**src/rtl/debounce_bank_if.sv**
```systemverilog
// Signal bundle for debounce_bank: raw inputs, debounced levels and strobes.
interface debounce_bank_if #(
  parameter int unsigned CHANNELS = 3
);
  logic [CHANNELS-1:0] signal_in;
  logic [CHANNELS-1:0] signal_out;
  logic [CHANNELS-1:0] signal_up;
  logic [CHANNELS-1:0] signal_down;
  logic [CHANNELS-1:0] signal_change;
  logic                change_any;

  // Source of the raw inputs and consumer of the debounced results
  modport master (
    output signal_in,
    input  signal_out, signal_up, signal_down, signal_change, change_any
  );

  // The debouncer itself
  modport slave (
    input  signal_in,
    output signal_out, signal_up, signal_down, signal_change, change_any
  );
endinterface

```
**src/rtl/debounce_bank.sv**
```systemverilog
// Multi-channel debouncer: 2-FF synchroniser, per-channel settle counter with
// a live threshold, registered rise/fall/change strobes and a saturating
// bank-wide counter of aborted transitions.
module debounce_bank #(
  parameter int unsigned         CHANNELS  = 3,
  parameter int unsigned         CNT_W     = 12,
  parameter logic [CHANNELS-1:0] RESET_VAL = '0,
  parameter int unsigned         GLITCH_W  = 16
) (
  input  logic                clk,
  input  logic                rst_n,
  input  logic                enable,
  input  logic [CNT_W-1:0]    threshold,
  input  logic                glitch_clr,
  output logic [GLITCH_W-1:0] glitch_cnt_o,
  debounce_bank_if.slave      bus
);

  logic [CHANNELS-1:0] sync0;
  logic [CHANNELS-1:0] sync1;
  logic [CNT_W-1:0]    cnt [CHANNELS];
  logic [CHANNELS-1:0] idle;
  logic [CHANNELS-1:0] abort;
  logic [CHANNELS-1:0] commit;

  // Two-stage synchroniser; runs regardless of enable
  always_ff @(posedge clk or negedge rst_n) begin
    if (!rst_n) begin
      sync0 <= RESET_VAL;
      sync1 <= RESET_VAL;
    end else begin
      sync0 <= bus.signal_in;
      sync1 <= sync0;
    end
  end

  // Per-channel decision: abandon a pending transition, commit it, or keep counting
  always_comb begin
    idle   = '0;
    abort  = '0;
    commit = '0;
    for (int unsigned i = 0; i < CHANNELS; i++) begin
      idle[i]   = (bus.signal_out[i] == sync1[i]);
      abort[i]  = enable && idle[i] && (cnt[i] != '0);
      commit[i] = enable && !idle[i] && (cnt[i] >= threshold);
    end
  end

  for (genvar g = 0; g < CHANNELS; g++) begin : g_chan
    // Settle counter; >= compare means it never wraps and a lowered threshold commits next cycle
    always_ff @(posedge clk or negedge rst_n) begin
      if (!rst_n) begin
        cnt[g] <= '0;
      end else if (!enable || idle[g] || commit[g]) begin
        cnt[g] <= '0;
      end else begin
        cnt[g] <= cnt[g] + CNT_W'(1);
      end
    end
  end

  // Debounced levels and one-cycle strobes, all updated on the commit edge
  always_ff @(posedge clk or negedge rst_n) begin
    if (!rst_n) begin
      bus.signal_out    <= RESET_VAL;
      bus.signal_up     <= '0;
      bus.signal_down   <= '0;
      bus.signal_change <= '0;
      bus.change_any    <= 1'b0;
    end else begin
      bus.signal_out    <= (bus.signal_out & ~commit) | (sync1 & commit);
      bus.signal_up     <= commit & sync1;
      bus.signal_down   <= commit & ~sync1;
      bus.signal_change <= commit;
      bus.change_any    <= |commit;
    end
  end

  // Glitch counter: clear wins, one count per cycle with any abort, saturating
  always_ff @(posedge clk or negedge rst_n) begin
    if (!rst_n) begin
      glitch_cnt_o <= '0;
    end else if (glitch_clr) begin
      glitch_cnt_o <= '0;
    end else if ((|abort) && (glitch_cnt_o != '1)) begin
      glitch_cnt_o <= glitch_cnt_o + GLITCH_W'(1);
    end
  end

endmodule

```
**src/flat_wrapper.sv**
```systemverilog
// flat-port wrapper written by rule: the top's interface ports become plain ports
module debounce_bank_flat 
#(
  parameter int unsigned         CHANNELS  = 3,
  parameter int unsigned         CNT_W     = 12,
  parameter logic [CHANNELS-1:0] RESET_VAL = '0,
  parameter int unsigned         GLITCH_W  = 16
)
  (clk, rst_n, enable, threshold, glitch_clr, glitch_cnt_o, bus_signal_in, bus_signal_out, bus_signal_up, bus_signal_down, bus_signal_change, bus_change_any);
  debounce_bank_if #(.CHANNELS(CHANNELS)) bus_i ();
  input  logic clk;
  input  logic rst_n;
  input  logic enable;
  input  logic [CNT_W-1:0] threshold;
  input  logic glitch_clr;
  output logic [GLITCH_W-1:0] glitch_cnt_o;
  input wire logic [$bits(bus_i.signal_in)-1:0] bus_signal_in;
  output wire logic [$bits(bus_i.signal_out)-1:0] bus_signal_out;
  output wire logic [$bits(bus_i.signal_up)-1:0] bus_signal_up;
  output wire logic [$bits(bus_i.signal_down)-1:0] bus_signal_down;
  output wire logic [$bits(bus_i.signal_change)-1:0] bus_signal_change;
  output wire logic [$bits(bus_i.change_any)-1:0] bus_change_any;
  assign bus_i.signal_in = bus_signal_in;
  assign bus_signal_out = bus_i.signal_out;
  assign bus_signal_up = bus_i.signal_up;
  assign bus_signal_down = bus_i.signal_down;
  assign bus_signal_change = bus_i.signal_change;
  assign bus_change_any = bus_i.change_any;
  debounce_bank #(.CHANNELS(CHANNELS), .CNT_W(CNT_W), .RESET_VAL(RESET_VAL), .GLITCH_W(GLITCH_W)) u_core (.clk(clk), .rst_n(rst_n), .enable(enable), .threshold(threshold), .glitch_clr(glitch_clr), .glitch_cnt_o(glitch_cnt_o), .bus(bus_i));
endmodule
```
**config.mk**
```make
export PLATFORM = sky130hd
export DESIGN_NAME = debounce_bank_flat
export DESIGN_NICKNAME = d
export VERILOG_FILES = /design/src/rtl/debounce_bank_if.sv /design/src/rtl/debounce_bank.sv /design/src/flat_wrapper.sv
export SDC_FILE = /design/constraint.sdc
export NUM_CORES = 1
export LEC_CHECK = 0
export BUFFER_PORTS_ARGS = -buffer_cell sky130_fd_sc_hd__buf_2
export CAP_MARGIN = 40
export CORE_MARGIN = 2
export CORE_UTILIZATION = 40
export DETAILED_ROUTE_END_ITERATION = 6
export GPL_ROUTABILITY_DRIVEN = 0
export PLACE_DENSITY = 0.67
export SYNTH_ARGS = -nofsm -noshare
export SYNTH_HDL_FRONTEND = slang
export SYNTH_SLANG_ARGS = --single-unit
```
**constraint.sdc**
```tcl
create_clock -name clk -period 6.6 [get_ports clk]
set_input_delay 0.33 -clock clk [delete_from_list [all_inputs] [get_ports clk]]
set_output_delay 0.33 -clock clk [all_outputs]
set_load 0.02 [all_outputs]
```
==> impl_summary.txt <==
----------------------------------------------------
[Power and ir drop]
  Peak supply drop ... 0.102 mV
  Leakage power ... between 2 and 2.5 nW
  Design Power ... 0.855 mW
  Design internal power ... 0.635 mW
  Seq pwr share ... 51.9%
  Net Sw Frac ... between 20% and 30%
  Comb power frac ... about 7.2%
  P per Cell Area ... 187 mW/mm²
  Clock Power Share ... between 40% and 50%
  Switching power ... 0.220 mW

[Setup path]
  Largest stage delay on the critical path ... about 640 ps
  Category of the most critical setup path ... reg2reg
  Critical Path Source Type ... flip-flop
  Arrival @ worst endpoint ... 2670 ps
  CP Cell Sequence ... inv_1 > ha_1 > nand2b_1 > a21oi_1 > o21ai_0 > a2111oi_2 > nand3_2 > nor2_1
  Maximum fanout along the worst path ... 12
  Crit. End Element ... flip-flop
  Required time of the critical path ... 6870 ps
  Critical Path Slowest Stage Cell ... a2111oi_2

[Synthesis]
  Count of unique library cells instantiated by Yosys ... 41
  Post-synthesis net count ... 466
  Dominant combinational cell family by area after synthesis ... simple AND/OR/NAND/NOR gates
  Post-Syn Instances ... 404
  Most frequently used flop master after synthesis ... dfrtp_1
  Share of synthesized area spent on multiplexers ... less than 1%
  Sequential fraction of the synthesis area ... 44.7%
  Number of storage elements in the synthesis netlist ... 71
  Simple logic cell fraction of the synthesized area ... 21.1%
  Cell area after synthesis ... 0.00397 mm²
  Number of synthesized flops with an enable pin ... 0
  Async set or reset register ratio after synthesis ... 100%
  Syn avg cell area ... just under 10 µm²
  Synth warnings ... 0
  Synth Area in XOR/XNOR ... about a tenth
  Synthesized-area fraction occupied by ao, oa, aoi and oai cells ... 6.08%
  Adder-cell share of the synthesized area ... 13.5%

[Placed design]
  Number of buffers added on ports ... between 40 and 50
  Number of cells in the design after placement ... 579
  Placed wire-length estimate ... 6470 µm

[Floorplanning]
  Count of pins on the block boundary ... 48
  Effective utilization at floorplan ... 41.0%
  Die height ... ~100 µm
  Die width ... 104 µm
  Core Region ... approximately 0.0097 mm²
  Row Count ... 36
  Die Outline Area ... 0.0107 mm²

[STA]
  Post-route setup TNS ... 0 ps
  Setup repair after global routing missed its margin ... false
  Final hold violations ... 0
  Clock skew ... 15.8 ps
  Post-route clock period utilization ... 36.3%
  Min cycle time layout ... 2400 ps
  Slew HR ... roughly 60%
  Setup Viol. Count Final ... 0
  Worst-Margin Slew ... roughly 600 ps
  Top achievable clock speed ... between 400 and 500 MHz
  Final-report max-slew violation count ... 0

[Drt]
  WL per Instance ... 14.2 µm
  Final antenna-violating net count ... 0
  Number of remaining DRC errors ... 0
  Drt first pass iters ... 4
  Via count ... 3042
  Iteration-0 DRC count of the detailed router ... 112
  Vias per std cell ... 5.10
  Total wire length ... 8450 µm

[Clocking]
  Resize count post-CTS ... 0
  Depth of the CTS H-tree ... 3
  CTS Sinks ... 71
  Clock tree root buffer cell ... clkbuf_8
  CTS tree ... done
  Max clock buf depth ... 2
  Clock buffer count from CTS ... 9
  Insertion delay of the later-clocked pin in the worst-skew pair ... about 350 ps
  CTS clk-pin slew, worst paths ... 80 ps

[Cells and area]
  Utilization after layout ... between 40% and 50%
  Diodes inserted ... 0
  Area Overhead vs Synth ... 14.9%
  Final net count ... 520
  Share of final-layout standard cells stronger than drive strength 1 ... 16.8%
  Count of filler cells inserted in the layout ... 886
  Number of standard cells in the final layout excluding fillers ... 596

[GRT]
  Number of global-route vias before repair ... 3091
  Met1 demand-to-capacity share in global routing ... 20.2%
  Initial antenna violation count ... 0
  Routing usage on met2 ... 29.8%
  Most Crowded Layer GR ... met2
  Congestion Overflow GR ... 0
  Pin count of the biggest net entering global routing ... 54
  Global routing met3 resource utilization ... 3.15%
  GRT Util Overall ... 16.9%
  Global-route wire length before repair ... 14700 µm

[Status]
  Outcome ... finished clean

[Run]
  Maximum capacitance violations ... 0

[Min path]
  Type of the most critical hold path ... in2reg

----------------------------------------------------
==> power by group through the flow <==
stage | Combinational (mW) | Clock [mW] | Sequential, mW
2_1_floorplan | 0.0337 | 0 | 0.453
3_3_place_gp | 0.0571 | 0 | 0.452
3_5_place_dp | 0.0625 | 0 | 0.452
4_1_cts | 0.0632 | 0.359 | 0.444
5_1_grt | 0.0712 | 0.374 | 0.445
6_report | 0.0618 | 0.350 | 0.444
==> registers in the layout, indices dropped and copies added, names as in the netlist, named ones only <==
name	count
u_core.bus.signal_change	3
u_core.bus.change_any	1
u_core.bus.signal_down	3
u_core.cnt	36
u_core.bus.signal_up	3
u_core.glitch_cnt_o	16
u_core.sync0	3
u_core.sync1	3
==> worst max-delay path, delay by kind of cell, from the launching register on <==
kind	cells	cell delay [ps]
compound gates	3	900
simple gates	3	650
flops	1	420
fa+ha+maj	1	240
buf+inv	1	120
==> layout by cell type (no fill, tap or decap), drive strengths merged, types with 2 or more instances in the layout <==
| master | instances |
|---|---|
| dfrtp | 71 |
| nor2 | 65 |
| buf | 49 |
| ha | 43 |
| xor2 | 39 |
| nand3 | 30 |
| inv | 27 |
| nand2 | 24 |
| a21oi | 17 |
| nand4 | 16 |
| and3 | 10 |
| clkbuf | 9 |
| a21o | 7 |
| nor3 | 7 |
| xnor2 | 7 |
| nor4 | 7 |
| o21ai | 4 |
| and2 | 4 |
| nand2b | 3 |
| mux2 | 3 |
| clkinv | 3 |
| or3 | 2 |
==> cell families after synthesis <==
| logic type | Yosys count |
|---|---|
| mux | 3 |
| xor+xnor | 46 |
| fa+ha+maj | 43 |
| flops | 71 |
| simple gates | 173 |
| buf+inv | 32 |
| compound gates | 36 |
==> final timing paths <==
| check | start | to | slack, ps | cells after the start |
|---|---|---|---|---|
| max reg2reg | u_core.cnt[0] | u_core.cnt[6] | 4200 | 8 |
| max in group asynchronous | rst_n | u_core.cnt[20] | 5570 | 4 |
| max | u_core.cnt[0] | u_core.cnt[6] | 4200 | 8 |
| min | bus_signal_in[1] | u_core.sync0[1] | 90 | 1 |
| min reg2reg | u_core.sync0[0] | u_core.sync1[0] | 350 | 0 |
| min in group asynchronous | rst_n | u_core.cnt[25] | 480 | 3 |
==> timing repair <==
| item | CTS | global route |
|---|---|---|
| setup buffers | 0 | 0 |
| endpoints found under the hold margin | 18 | 0 |
| hold buffers | 1 | 0 |
==> per-layer routing <==
layer  part of all wire, %  routed length, µm
met1                    44               3730
met2                    51               4300
met3                   2.9                246
met4                   2.1                177
met5                     0                  0
==> area by class of cell <==
| class | instances | area (µm²) | share of cell area (%) |
|---|---|---|---|
| multi-input combinational | 301 | 2050 | 45.0 |
| sequential | 71 | 1780 | 38.9 |
| timing repair buffer | 50 | 280 | 6.14 |
| tap | 133 | 166 | 3.65 |
| clock buffer | 9 | 124 | 2.71 |
| inverter | 25 | 93.8 | 2.06 |
| clock inverter | 7 | 70.1 | 1.54 |
==> metrics by stage <==
| step | instance area, µm² | hold slack (ps) | setup WS [ps] |
|---|---|---|---|
| 6_report | 4560 | 87.2 | 4200 |
| 5_1_grt | 4560 | 71.9 | 3970 |
| 4_1_cts | 4560 | 72.0 | 4180 |
| 3_5_place_dp | 4360 | 318 | 4170 |
| 3_3_place_gp | 4330 | 333 | 4240 |
| 2_1_floorplan | 3970 | 34.4 | 4540 |
==> cells in the mapped netlist, types with 4 or more instances <==
master / count / area (µm²)
a21o_1: 7 / 52.6
a21oi_1: 17 / 85.1
and3_1: 10 / 62.6
dfrtp_1: 71 / 1780
ha_1: 43 / 538
inv_1: 25 / 93.8
nand2_1: 23 / 86.3
nand3_1: 29 / 145
nand4_1: 16 / 100
nor2_1: 64 / 240
nor3_1: 7 / 35.0
nor4_1: 7 / 43.8
o21ai_0: 4 / 20.0
xnor2_1: 7 / 61.3
xor2_1: 39 / 342
No activity file was read; power rests on OpenSTA's default activity.
